**config.mk**
```make
export PLATFORM = sky130hd
export DESIGN_NAME = mem_req_arbiter_flat
export DESIGN_NICKNAME = d
export VERILOG_FILES = /design/src/rtl/mem_req_arbiter_if.sv /design/src/rtl/mem_req_arbiter.sv /design/src/flat_wrapper.sv
export SDC_FILE = /design/constraint.sdc
export NUM_CORES = 1
export LEC_CHECK = 0
export ABC_AREA = 1
export CAP_MARGIN = 30
export CORE_AREA = 5 5 121 123
export DETAILED_ROUTE_END_ITERATION = 8
export DIE_AREA = 0 0 126 128
export GPL_TIMING_DRIVEN = 0
export PLACE_DENSITY = 0.76
export SLEW_MARGIN = 20
export SYNTH_ARGS = -nofsm -noshare
export SYNTH_HDL_FRONTEND = slang
export SYNTH_SLANG_ARGS = --single-unit
export TNS_END_PERCENT = 50
```
**constraint.sdc**
```tcl
create_clock -name clk -period 3.5 [get_ports clk]
set_clock_uncertainty 0.1 [all_clocks]
set_input_delay 1.05 -clock clk [delete_from_list [all_inputs] [get_ports clk]]
set_output_delay 1.05 -clock clk [all_outputs]
set_load 0.01 [all_outputs]
```
**src/rtl/mem_req_arbiter_if.sv**
```systemverilog
// One sram-like request/response channel. The arbiter uses the slave view for
// each CPU master and the master view toward the shared memory port.
interface mem_req_arbiter_if;
  logic        req;
  logic        wr;
  logic [1:0]  size;
  logic [31:0] addr;
  logic [3:0]  wstrb;
  logic [31:0] wdata;
  logic        addr_ok;
  logic        data_ok;
  logic [31:0] rdata;

  modport master (output req, wr, size, addr, wstrb, wdata,
                  input  addr_ok, data_ok, rdata);
  modport slave  (input  req, wr, size, addr, wstrb, wdata,
                  output addr_ok, data_ok, rdata);
endinterface

```
**src/rtl/mem_req_arbiter.sv**
```systemverilog
// Two-master (inst/data) to one-slave sram-like arbiter, one transaction in
// flight, data priority with a starvation guard that forces an inst grant.
module mem_req_arbiter #(
  parameter int STARVE_MAX = 4
) (
  input  logic              clk,
  input  logic              resetn,
  mem_req_arbiter_if.slave  inst,
  mem_req_arbiter_if.slave  data,
  mem_req_arbiter_if.master mem
);
  typedef enum logic [1:0] {IDLE, ADDR, DATA} state_t;

  localparam logic [2:0] SMAX = 3'(STARVE_MAX);

  state_t     state;
  logic       owner;
  logic [2:0] starve;
  logic       inst_win, data_win, done;

  // Grants and responses are gated by resetn so masters see zeros during reset.
  always_comb begin
    inst_win = resetn && (state == IDLE) && inst.req && (!data.req || starve == SMAX);
    data_win = resetn && (state == IDLE) && data.req && !inst_win;
    done     = resetn && (state == DATA) && mem.data_ok;
  end

  assign inst.addr_ok = inst_win;
  assign data.addr_ok = data_win;
  assign inst.data_ok = done && !owner;
  assign data.data_ok = done && owner;
  assign inst.rdata   = (done && !owner) ? mem.rdata : '0;
  assign data.rdata   = (done &&  owner) ? mem.rdata : '0;

  always_ff @(posedge clk or negedge resetn) begin
    if (!resetn) begin
      state     <= IDLE;
      owner     <= 1'b0;
      starve    <= '0;
      mem.req   <= 1'b0;
      mem.wr    <= 1'b0;
      mem.size  <= '0;
      mem.addr  <= '0;
      mem.wstrb <= '0;
      mem.wdata <= '0;
    end else begin
      case (state)
        IDLE: begin
          if (inst_win || data_win) begin
            state     <= ADDR;
            mem.req   <= 1'b1;
            owner     <= data_win;
            mem.wr    <= data_win ? data.wr    : inst.wr;
            mem.size  <= data_win ? data.size  : inst.size;
            mem.addr  <= data_win ? data.addr  : inst.addr;
            mem.wstrb <= data_win ? data.wstrb : inst.wstrb;
            mem.wdata <= data_win ? data.wdata : inst.wdata;
            if (inst_win)
              starve <= '0;
            else if (inst.req && starve != SMAX)
              starve <= starve + 3'd1;
          end
        end
        ADDR: begin
          if (mem.addr_ok) begin
            state   <= DATA;
            mem.req <= 1'b0;
          end
        end
        DATA: begin
          if (mem.data_ok) state <= IDLE;
        end
        default: state <= IDLE;
      endcase
    end
  end
endmodule

```
**src/flat_wrapper.sv**
```systemverilog
// flat-port wrapper written by rule: the top's interface ports become plain ports
module mem_req_arbiter_flat 
#(
  parameter int STARVE_MAX = 4
)
  (clk, resetn, inst_req, inst_wr, inst_size, inst_addr, inst_wstrb, inst_wdata, inst_addr_ok, inst_data_ok, inst_rdata, data_req, data_wr, data_size, data_addr, data_wstrb, data_wdata, data_addr_ok, data_data_ok, data_rdata, mem_req, mem_wr, mem_size, mem_addr, mem_wstrb, mem_wdata, mem_addr_ok, mem_data_ok, mem_rdata);
  mem_req_arbiter_if inst_i ();
  mem_req_arbiter_if data_i ();
  mem_req_arbiter_if mem_i ();
  input  logic clk;
  input  logic resetn;
  input wire logic [$bits(inst_i.req)-1:0] inst_req;
  input wire logic [$bits(inst_i.wr)-1:0] inst_wr;
  input wire logic [$bits(inst_i.size)-1:0] inst_size;
  input wire logic [$bits(inst_i.addr)-1:0] inst_addr;
  input wire logic [$bits(inst_i.wstrb)-1:0] inst_wstrb;
  input wire logic [$bits(inst_i.wdata)-1:0] inst_wdata;
  output wire logic [$bits(inst_i.addr_ok)-1:0] inst_addr_ok;
  output wire logic [$bits(inst_i.data_ok)-1:0] inst_data_ok;
  output wire logic [$bits(inst_i.rdata)-1:0] inst_rdata;
  input wire logic [$bits(data_i.req)-1:0] data_req;
  input wire logic [$bits(data_i.wr)-1:0] data_wr;
  input wire logic [$bits(data_i.size)-1:0] data_size;
  input wire logic [$bits(data_i.addr)-1:0] data_addr;
  input wire logic [$bits(data_i.wstrb)-1:0] data_wstrb;
  input wire logic [$bits(data_i.wdata)-1:0] data_wdata;
  output wire logic [$bits(data_i.addr_ok)-1:0] data_addr_ok;
  output wire logic [$bits(data_i.data_ok)-1:0] data_data_ok;
  output wire logic [$bits(data_i.rdata)-1:0] data_rdata;
  output wire logic [$bits(mem_i.req)-1:0] mem_req;
  output wire logic [$bits(mem_i.wr)-1:0] mem_wr;
  output wire logic [$bits(mem_i.size)-1:0] mem_size;
  output wire logic [$bits(mem_i.addr)-1:0] mem_addr;
  output wire logic [$bits(mem_i.wstrb)-1:0] mem_wstrb;
  output wire logic [$bits(mem_i.wdata)-1:0] mem_wdata;
  input wire logic [$bits(mem_i.addr_ok)-1:0] mem_addr_ok;
  input wire logic [$bits(mem_i.data_ok)-1:0] mem_data_ok;
  input wire logic [$bits(mem_i.rdata)-1:0] mem_rdata;
  assign inst_i.req = inst_req;
  assign inst_i.wr = inst_wr;
  assign inst_i.size = inst_size;
  assign inst_i.addr = inst_addr;
  assign inst_i.wstrb = inst_wstrb;
  assign inst_i.wdata = inst_wdata;
  assign inst_addr_ok = inst_i.addr_ok;
  assign inst_data_ok = inst_i.data_ok;
  assign inst_rdata = inst_i.rdata;
  assign data_i.req = data_req;
  assign data_i.wr = data_wr;
  assign data_i.size = data_size;
  assign data_i.addr = data_addr;
  assign data_i.wstrb = data_wstrb;
  assign data_i.wdata = data_wdata;
  assign data_addr_ok = data_i.addr_ok;
  assign data_data_ok = data_i.data_ok;
  assign data_rdata = data_i.rdata;
  assign mem_req = mem_i.req;
  assign mem_wr = mem_i.wr;
  assign mem_size = mem_i.size;
  assign mem_addr = mem_i.addr;
  assign mem_wstrb = mem_i.wstrb;
  assign mem_wdata = mem_i.wdata;
  assign mem_i.addr_ok = mem_addr_ok;
  assign mem_i.data_ok = mem_data_ok;
  assign mem_i.rdata = mem_rdata;
  mem_req_arbiter #(.STARVE_MAX(STARVE_MAX)) u_core (.clk(clk), .resetn(resetn), .inst(inst_i), .data(data_i), .mem(mem_i));
endmodule
```
; After elaboration in Yosys (flattened, before gate mapping)
; Cells that the tools add are included.
[word_totals]
reg_bits = 78
input_bits = 180
output_inout_bits = 140
elab_cells = 55
[classes]
n_addsub = 1
eq_ne = 7
n_mux = 16
n_reduce_logical = 22
[ops]
columns = operator, n
row1 = 2-to-1 mux 32 bit, 4
row2 = logical AND 1 bit, 10
row3 = AND reduction 3 bit, 3
row4 = 2-to-1 mux 2 bit, 4
row5 = 2-to-1 mux 3 bit, 2
row6 = "!= test 2 bit, second input constant", 3
row7 = case mux 2 bit (3 select lines), 1
row8 = 2-to-1 mux 4 bit, 1
row9 = nonzero test 2 bit, 2
row10 = "adder 3 x 1 -> 3 bit, second input constant", 1
row11 = "== test 3 bit, second input constant", 1
row12 = logical NOT 1 bit, 3
row13 = 2-to-1 mux 1 bit, 3
row14 = "!= test 3 bit, second input constant", 1
row15 = "== test 2 x 1 -> 1 bit, second input constant", 1
row16 = "== test 2 bit, second input constant", 1
row17 = logical NOT 2 bit, 1
row18 = logical OR 1 bit, 2
row19 = case mux 1 bit (2 select lines), 1
row20 = AND reduction 2 bit, 1

; Logic depth before layout (Yosys ltp)
; Gate-level depths: netlist of run 1.
[logic_depth]
ltp_word = 9
ltp_mapped = 9
mapped_depth_nobuf = 8

; Worst setup path after synthesis of run 1
; Ideal clock, no wire load.
[synth_path]
path_kind = input-to-output
startpoint = input port mem_data_ok
endpoint = output port data_rdata[10]
t_arrival_ns = 1.771
required_ns = 2.350
slack_ns = 0.579
path_stages = 5
n_path_buf = 1
cell_sequence = nand4_1 -> nor2_2 -> inv_2 -> buf_2 -> nor2_1
[synth_between]
elab_chain_cells = 3
[synth_rtl]
columns = item, line_no
row1 = from (decl), flat_wrapper.sv:37  ; input wire logic [$bits(mem_i.data_ok)-1:0] mem_data_ok;
row2 = logical AND 1 bit, mem_req_arbiter.sv:25  ; done = resetn && (state == DATA) && mem.data_ok;
row3 = logical AND 1 bit, -
row4 = net data_data_ok, flat_wrapper.sv:28  ; output wire logic [$bits(data_i.data_ok)-1:0] data_data_ok;
row5 = 2-to-1 mux 32 bit, mem_req_arbiter.sv:33  ; assign data.rdata = (done && owner) ? mem.rdata : '0;
row6 = to (decl), flat_wrapper.sv:29  ; output wire logic [$bits(data_i.rdata)-1:0] data_rdata;
; The timed path passes the listed nets, and every way through them passes these cells.

; Worst setup path in the final report of run 1
[layout_path]
startpoint = input port inst_req
endpoint = output port data_addr_ok
[layout_between]
elab_chain_cells = 4
[layout_rtl]
columns = item, line_no
row1 = from (decl), flat_wrapper.sv:12  ; input wire logic [$bits(inst_i.req)-1:0] inst_req;
row2 = logical AND 1 bit (2 in a row), mem_req_arbiter.sv:23  ; inst_win = resetn && (state == IDLE) && inst.req && (!data.req || starve == SMAX);
row3 = logical NOT 1 bit, mem_req_arbiter.sv:24  ; data_win = resetn && (state == IDLE) && data.req && !inst_win;
row4 = logical AND 1 bit, mem_req_arbiter.sv:24
row5 = to (decl), flat_wrapper.sv:27  ; output wire logic [$bits(data_i.addr_ok)-1:0] data_addr_ok;
; No other way between the ends.

==> results of run 1 <==
[logic make-up (layout without fill, tap and decap cells)]
logic type | Yosys count | in the layout | share of synthesized area, %
simple gates | 323 | 323 | 33.62
fa+ha+maj | 2 | 2 | 0.6385
buf+inv | 74 | 423 | 8.812
xor+xnor | 1 | 1 | 0.2235
other cells | 0 | 1 | 0
flops | 78 | 78 | 49.81
compound gates | 51 | 51 | 6.897
[cells in the mapped netlist]
| master | instances |
|---|---|
| dfrtp_1 | 78 |
| nor2_4 | 2 |
| o31ai_1 | 3 |
| buf_2 | 18 |
| clkbuf_1 | 4 |
| nand3_2 | 2 |
| nor2_2 | 2 |
| inv_2 | 8 |
| nand3_1 | 52 |
| inv_1 | 37 |
| buf_6 | 5 |
| nand2_2 | 1 |
| ha_1 | 2 |
| nor2_1 | 87 |
| o211ai_2 | 1 |
| a21oi_1 | 23 |
| xnor2_1 | 1 |
| nand4_1 | 2 |
| o21ai_0 | 24 |
| buf_4 | 2 |
| nand2_1 | 175 |
[sequential cells by signal (all words and copies together) (netlist names)]
register,cells
u_core.mem.addr,32
u_core.mem.wdata,32
u_core.mem.wstrb,4
u_core.starve,3
u_core.mem.size,2
u_core.state,2
u_core.mem.req,1
u_core.mem.wr,1
u_core.owner,1
[metrics by stage]
stage	hold WS, ns	setup TNS [ns]
after global routing	0.4132	0
after CTS	0.3863	0
final	0.3787	0
after global placement	0.3662	-597.94
after floorplan	0.3941	0
after detailed placement	0.3688	-52.25
[final cells by class]
cell class,count,share of cell area (%)
clock inverters,6,0.8668
repair buffers,334,42.30
clock buffers,10,3.066
flip-flops and latches,78,25.04
plain buffers,28,2.536
diodes,1,0.03210
multi-input cells,377,21.04
inverters,45,2.231
well taps,180,2.889
[layer usage]
| metal | vias to the layer above | global-route usage [%] |
|---|---|---|
| met5 | - | 0 |
| met4 | 0 | 8.139 |
| met3 | 34 | 6.333 |
| met2 | 212 | 36.96 |
| met1 | 2112 | 21.87 |
| li1 | 2343 | - |
[worst max-delay path, cell delays in order]
cell	delay [ns]
dlygate4sd2_1	0.30
inv_2	0.07
o211ai_4	0.24
inv_6	0.06
clkdlybuf4s50_1	0.48
[worst min-delay path by stage]
stage	end	slack [ns]	startpoint
2_1_floorplan	u_core.starve[2]$_DFFE_PN0P_	0.39	u_core.starve[2]$_DFFE_PN0P_
3_3_place_gp	u_core.mem.req$_DFFE_PN0P_	0.37	u_core.mem.req$_DFFE_PN0P_
3_5_place_dp	u_core.mem.req$_DFFE_PN0P_	0.37	u_core.mem.req$_DFFE_PN0P_
4_1_cts	u_core.mem.req$_DFFE_PN0P_	0.39	u_core.mem.req$_DFFE_PN0P_
5_1_grt	u_core.mem.addr[30]$_DFFE_PN0P_	0.41	u_core.mem.addr[30]$_DFFE_PN0P_
6_report	u_core.mem.req$_DFFE_PN0P_	0.38	u_core.mem.req$_DFFE_PN0P_
[power by group]
| group | leakage, uW | internal [uW] | switching, uW |
|---|---|---|---|
| Combinational | 0.00265 | 1170 | 1020 |
| Sequential | 0.000931 | 1290 | 217 |
| Clock | 0.000146 | 575 | 392 |
[cell usage in the layout, fill, tap and decap left out, drive strengths merged]
| cell | count |
|---|---|
| clkdlybuf4s50 | 248 |
| nand2 | 176 |
| nor2 | 91 |
| dfrtp | 78 |
| nand3 | 54 |
| buf | 54 |
| inv | 47 |
| clkdlybuf4s15 | 27 |
| o21ai | 24 |
| a21oi | 23 |
| dlygate4sd2 | 23 |
| clkbuf | 17 |
| o31ai | 3 |
| bufbuf | 3 |
| nand4 | 2 |
| ha | 2 |
| clkinvlp | 2 |
| diode | 1 |
| o211ai | 1 |
| xnor2 | 1 |
| bufinv | 1 |
| clkinv | 1 |
[timing repair]
action / CTS / global route
pin swaps: 5 / 3
gates cloned: 3 / 0
endpoints found under the setup margin: 68 / 57
hold endpoints to repair: 0 / 0
gates resized for setup: 181 / 4
buffers inserted: 12 / 0
==> impl_metrics.tcl, run 1 <==
set metrics [dict create \
    synth_area_leader_cell "dfrtp_1" \
    m1WireLength_mm 6.186 \
    cts_tree "built" \
    crit_required_ns 2.35 \
    routed_via_density 4.439 \
    layout.cells.non_filler 1059 \
    fin_crit_sh_pct 95.77 \
    netlist_area_sq_mm 0.003919 \
    path_max_fanout 3 \
    vias 4701 \
    p_leak_uw 0.003726 \
    rsz0062_at_grt "no" \
    wl_met3_mm 1.535 \
    met2WireLength_mm 8.575 \
    grt_max_degree 26 \
    seq_area_frac_synth_pct 49.81 \
    tightest_slew_ns 0.4624 \
    start_util_pct 28.90 \
    vdd.ir_drop.worst_uv 397.5 \
    min_period_ns 3.352 \
    final_area_sq_mm 0.007795 \
    core-area_sq_mm 0.01356 \
    multi_input_area_sq_mm 0.001640 \
    critPathArrivalTime_ns 2.20 \
    clk_pin_slew_ns 0.06 \
    run_status "completed" \
    antenna_found_initial 1 \
    hold_viol 0 \
    ys_types 21 \
    final_max_slew_viol_count 0 \
    setup_viol 0 \
    wl_mm 16.75 \
    critPathKind "primary input to output pin" \
    r2r-end "u_core.mem.addr[9]$_DFFE_PN0P_" \
    yosysWarnings 0 \
    slew_headroom_pct 69.17 \
    clockBufferDepth 2 \
    cap_viol_max_count 0 \
    start_kind "primary input" \
    synth_fp_nets 711 \
    grt_pass1_vias 4757 \
    gp_congestion 0.9120 \
    rrSetupSlack_ns 1.60 \
    ys_ff_latch 78 \
    top_layer "met4" \
    numClockSinks 78 \
    root_buffer "clkbuf_16" \
    finalPower_uw 4658 \
    io_pins 320 \
    grt-ovfl-total 0 \
    dp_hpwl_mm 12.96 \
    drive_above_1_share_pct 12.41 \
    hold_buffers 0 \
    fmax_ghz 0.2983 \
    drt_iter0_markers 194 \
    row_count 43 \
    dp_slack_ns -0.8651 \
    first_pass_iters 4 \
    cts_buffers 9 \
    die-area_sq_mm 0.01613 \
    nets 1055 \
    cts_htree_levels 3 \
    clock_latency_ns 0.34 \
    die_h_um 128 \
    ys_top_cells_by_area "dfrtp_1 (50%), nand2_1 (17%), nor2_1 (8.3%)" \
    fp.dieW_um 126 \
    dp.cells 1029 \
    r2r_start "u_core.starve[0]$_DFFE_PN0P_" \
    yosysTopAreaCellShare_pct 49.81 \
    whs_path_depth 2 \
    hold_class "register to register" \
    wl_per_cell_um 15.82 \
    seq_area_sq_mm 0.001952 \
    grt_pass1_wl_mm 25.46 \
    antenna_left 0 \
    avgSynthCellArea_sq_um 7.408 \
    port_buffers 319 \
    startpoint "inst_req" \
    cp-endpoint "data_addr_ok" \
    drc_errors 0 \
    cellPowerDensity_mw_per_mm2 597.5 \
    critPathCaptureType "output pin" \
    r2r_cells 8 \
    place_area_sq_mm 0.007362 \
    synth_cells 529 \
    utilization_pct 57.49 \
    syn_to_final_growth_pct 98.91 \
    nFillCells 1248 \
    fin_ws_ns 0.1480 \
    grt.total_usage_pct 20.29 \
]
Note: power is estimated with default switching activity, not from simulation.
==> run 2, diff against run 1 <==
Settings changed: CAP_MARGIN 30 to default, CORE_AREA 5 5 121 123 to 5 5 122 124, DIE_AREA 0 0 126 128 to 0 0 127 129, PLACE_DENSITY 0.76 to 0.75.
Clock period 3.5 ns to 3.6 ns, I/O delays scaled along.
==> impl_metrics.tcl, run 2 (synthesis gave the netlist of run 1 again) <==
set metrics [dict create \
    run_status "completed" \
    grt-ovfl-total 0 \
    slew_headroom_pct 70.94 \
    numClockSinks 78 \
    antenna_left 0 \
    root_buffer "clkbuf_16" \
    vias 4612 \
    seq_area_sq_mm 0.001952 \
    dp_hpwl_mm 13.08 \
    setup_viol 0 \
    grtUsageMet2_pct 34.68 \
    nFillCells 1310 \
    rsz0062_at_grt "no" \
    tightest_slew_ns 0.4359 \
    drc_errors 0 \
    critPathCaptureType "output pin" \
    drive_above_1_share_pct 8.581 \
    dp_slack_ns -0.5427 \
    port_buffers 319 \
    vdd.ir_drop.worst_uv 275.1 \
    fin_ws_ns 0.09278 \
    grt_pass1_vias 4601 \
    hold_viol 0 \
    final_common_cell "clkdlybuf4s50_1" \
    nets 1051 \
    grt_max_degree 49 \
    clock_latency_ns 0.32 \
    grt_pass1_wl_mm 24.43 \
    place_area_sq_mm 0.007362 \
    wl_mm 16.21 \
    cellPowerDensity_mw_per_mm2 581.0 \
    critPathKind "primary input to output pin" \
    largestRegisters "u_core.mem.addr x32, u_core.mem.wdata x32, u_core.mem.wstrb x4" \
    final_cell_mix "clkdlybuf4s50_1 (249), nand2_1 (175), nor2_1 (86)" \
    utilization_pct 56.20 \
    globalRoute.busiestLayer "met2" \
    first_pass_iters 4 \
    diodes 0 \
    multi_input_area_sq_mm 0.001640 \
    cts_buffers 9 \
    syn_to_final_growth_pct 95.98 \
    cts_tree "built" \
    fmax_ghz 0.2851 \
    start_util_pct 28.68 \
    grt.total_usage_pct 19.10 \
    hold_class "register to register" \
    cts_htree_levels 3 \
    min_period_ns 3.507 \
    gp_congestion 0.9024 \
    tns_ns 0 \
    clk_pin_slew_ns 0.06 \
    cap_viol_max_count 0 \
    fp.dieW_um 127 \
    core-area_sq_mm 0.01367 \
    clockBufferDepth 2 \
    p_leak_uw 0.003782 \
    grt_use_met1_pct 20.77 \
    row_count 43 \
    hold_buffers 0 \
    io_pins 320 \
    fin_crit_sh_pct 97.42 \
    routed_via_density 4.376 \
    path_max_fanout 14 \
    critPathArrivalTime_ns 2.33 \
    final_max_slew_viol_count 0 \
    met3_usage_pct 5.521 \
    die-area_sq_mm 0.01638 \
    drt_iter0_markers 179 \
    final_area_sq_mm 0.007680 \
    die_h_um 129 \
    start_kind "primary input" \
    crit_required_ns 2.42 \
    wl_per_cell_um 15.38 \
    whs_ns 0.3860 \
    antenna_found_initial 0 \
]
[run 2: cell types whose count changed in the layout (fill, tap and decap cells not counted), sizes merged, moves of 2 or more]
cell	change
buf	-18
bufbuf	-3
clkbuf	+9
clkdlybuf4s15	-23
clkinvlp	-2
dlygate4sd2	+33
inv	-2
[run 2: worst paths after layout]
| kind | startpoint | end | slack, ns | cells past startpoint |
|---|---|---|---|---|
| worst max-delay path | inst_req | data_addr_ok | 0.09 | 5 |
| worst min-delay path | u_core.mem.req$_DFFE_PN0P_ | u_core.mem.req$_DFFE_PN0P_ | 0.39 | 2 |
| worst max register to register | u_core.starve[0]$_DFFE_PN0P_ | u_core.mem.addr[18]$_DFFE_PN0P_ | 1.76 | 8 |
| worst min register to register | u_core.mem.req$_DFFE_PN0P_ | u_core.mem.req$_DFFE_PN0P_ | 0.39 | 2 |
| max in group asynchronous | resetn | u_core.mem.size[0]$_DFFE_PN0P_ | 2.49 | 2 |
| min in group asynchronous | resetn | u_core.mem.addr[4]$_DFFE_PN0P_ | 0.46 | 1 |
[run 2: layout make-up]
type	count	share of cell area (%)
Timing Repair Buffer	330	41.90
Tap cell	180	2.933
Multi-Input combinational cell	377	21.36
Clock buffer	13	3.258
Sequential cell	78	25.42
Inverter	45	2.265
Clock inverter	3	0.5702
Buffer	28	2.297
[run 2: per-layer routing]
metal  share of wire, %  routed length (um)  up-vias
li1                   -                   -     2328
met1                 37                5918     2031
met2                 51                8270      221
met3                9.5                1542       32
met4                3.0                 481        0
met5                  0                   0        -
[run 2: repair_timing]
action                     CTS  global route
setup endpoints to repair   68            63
setup buffers                8             1
resized for setup           82            22
pin swaps                    5             4
gates cloned                 0             1
[run 2: metrics by stage]
step / power (uW) / cells
finish: 4462 / 1054
global route: 4789 / 1054
CTS: 4524 / 1052
detailed placement: 3590 / 1029
global placement: 3552 / 1028
floorplan: 2354 / 529
[run 2: worst max-delay path, stage by stage]
cell and delay, ns:
dlygate4sd2_1 0.30, inv_2 0.07, o211ai_4 0.26, inv_6 0.10, clkdlybuf4s50_1 0.50
[run 2: power breakdown]
group | switching, uW | internal [uW]
clock | 348 | 557
sequential | 207 | 1250
combinational | 983 | 1120
total | 1540 | 2920
==> run 3, diff against run 2 <==
Settings changed: HOLD_SLACK_MARGIN from default to 0.06.
==> results of run 3 <==
The final DEF is identical to that of run 2; final timing and power are the same.
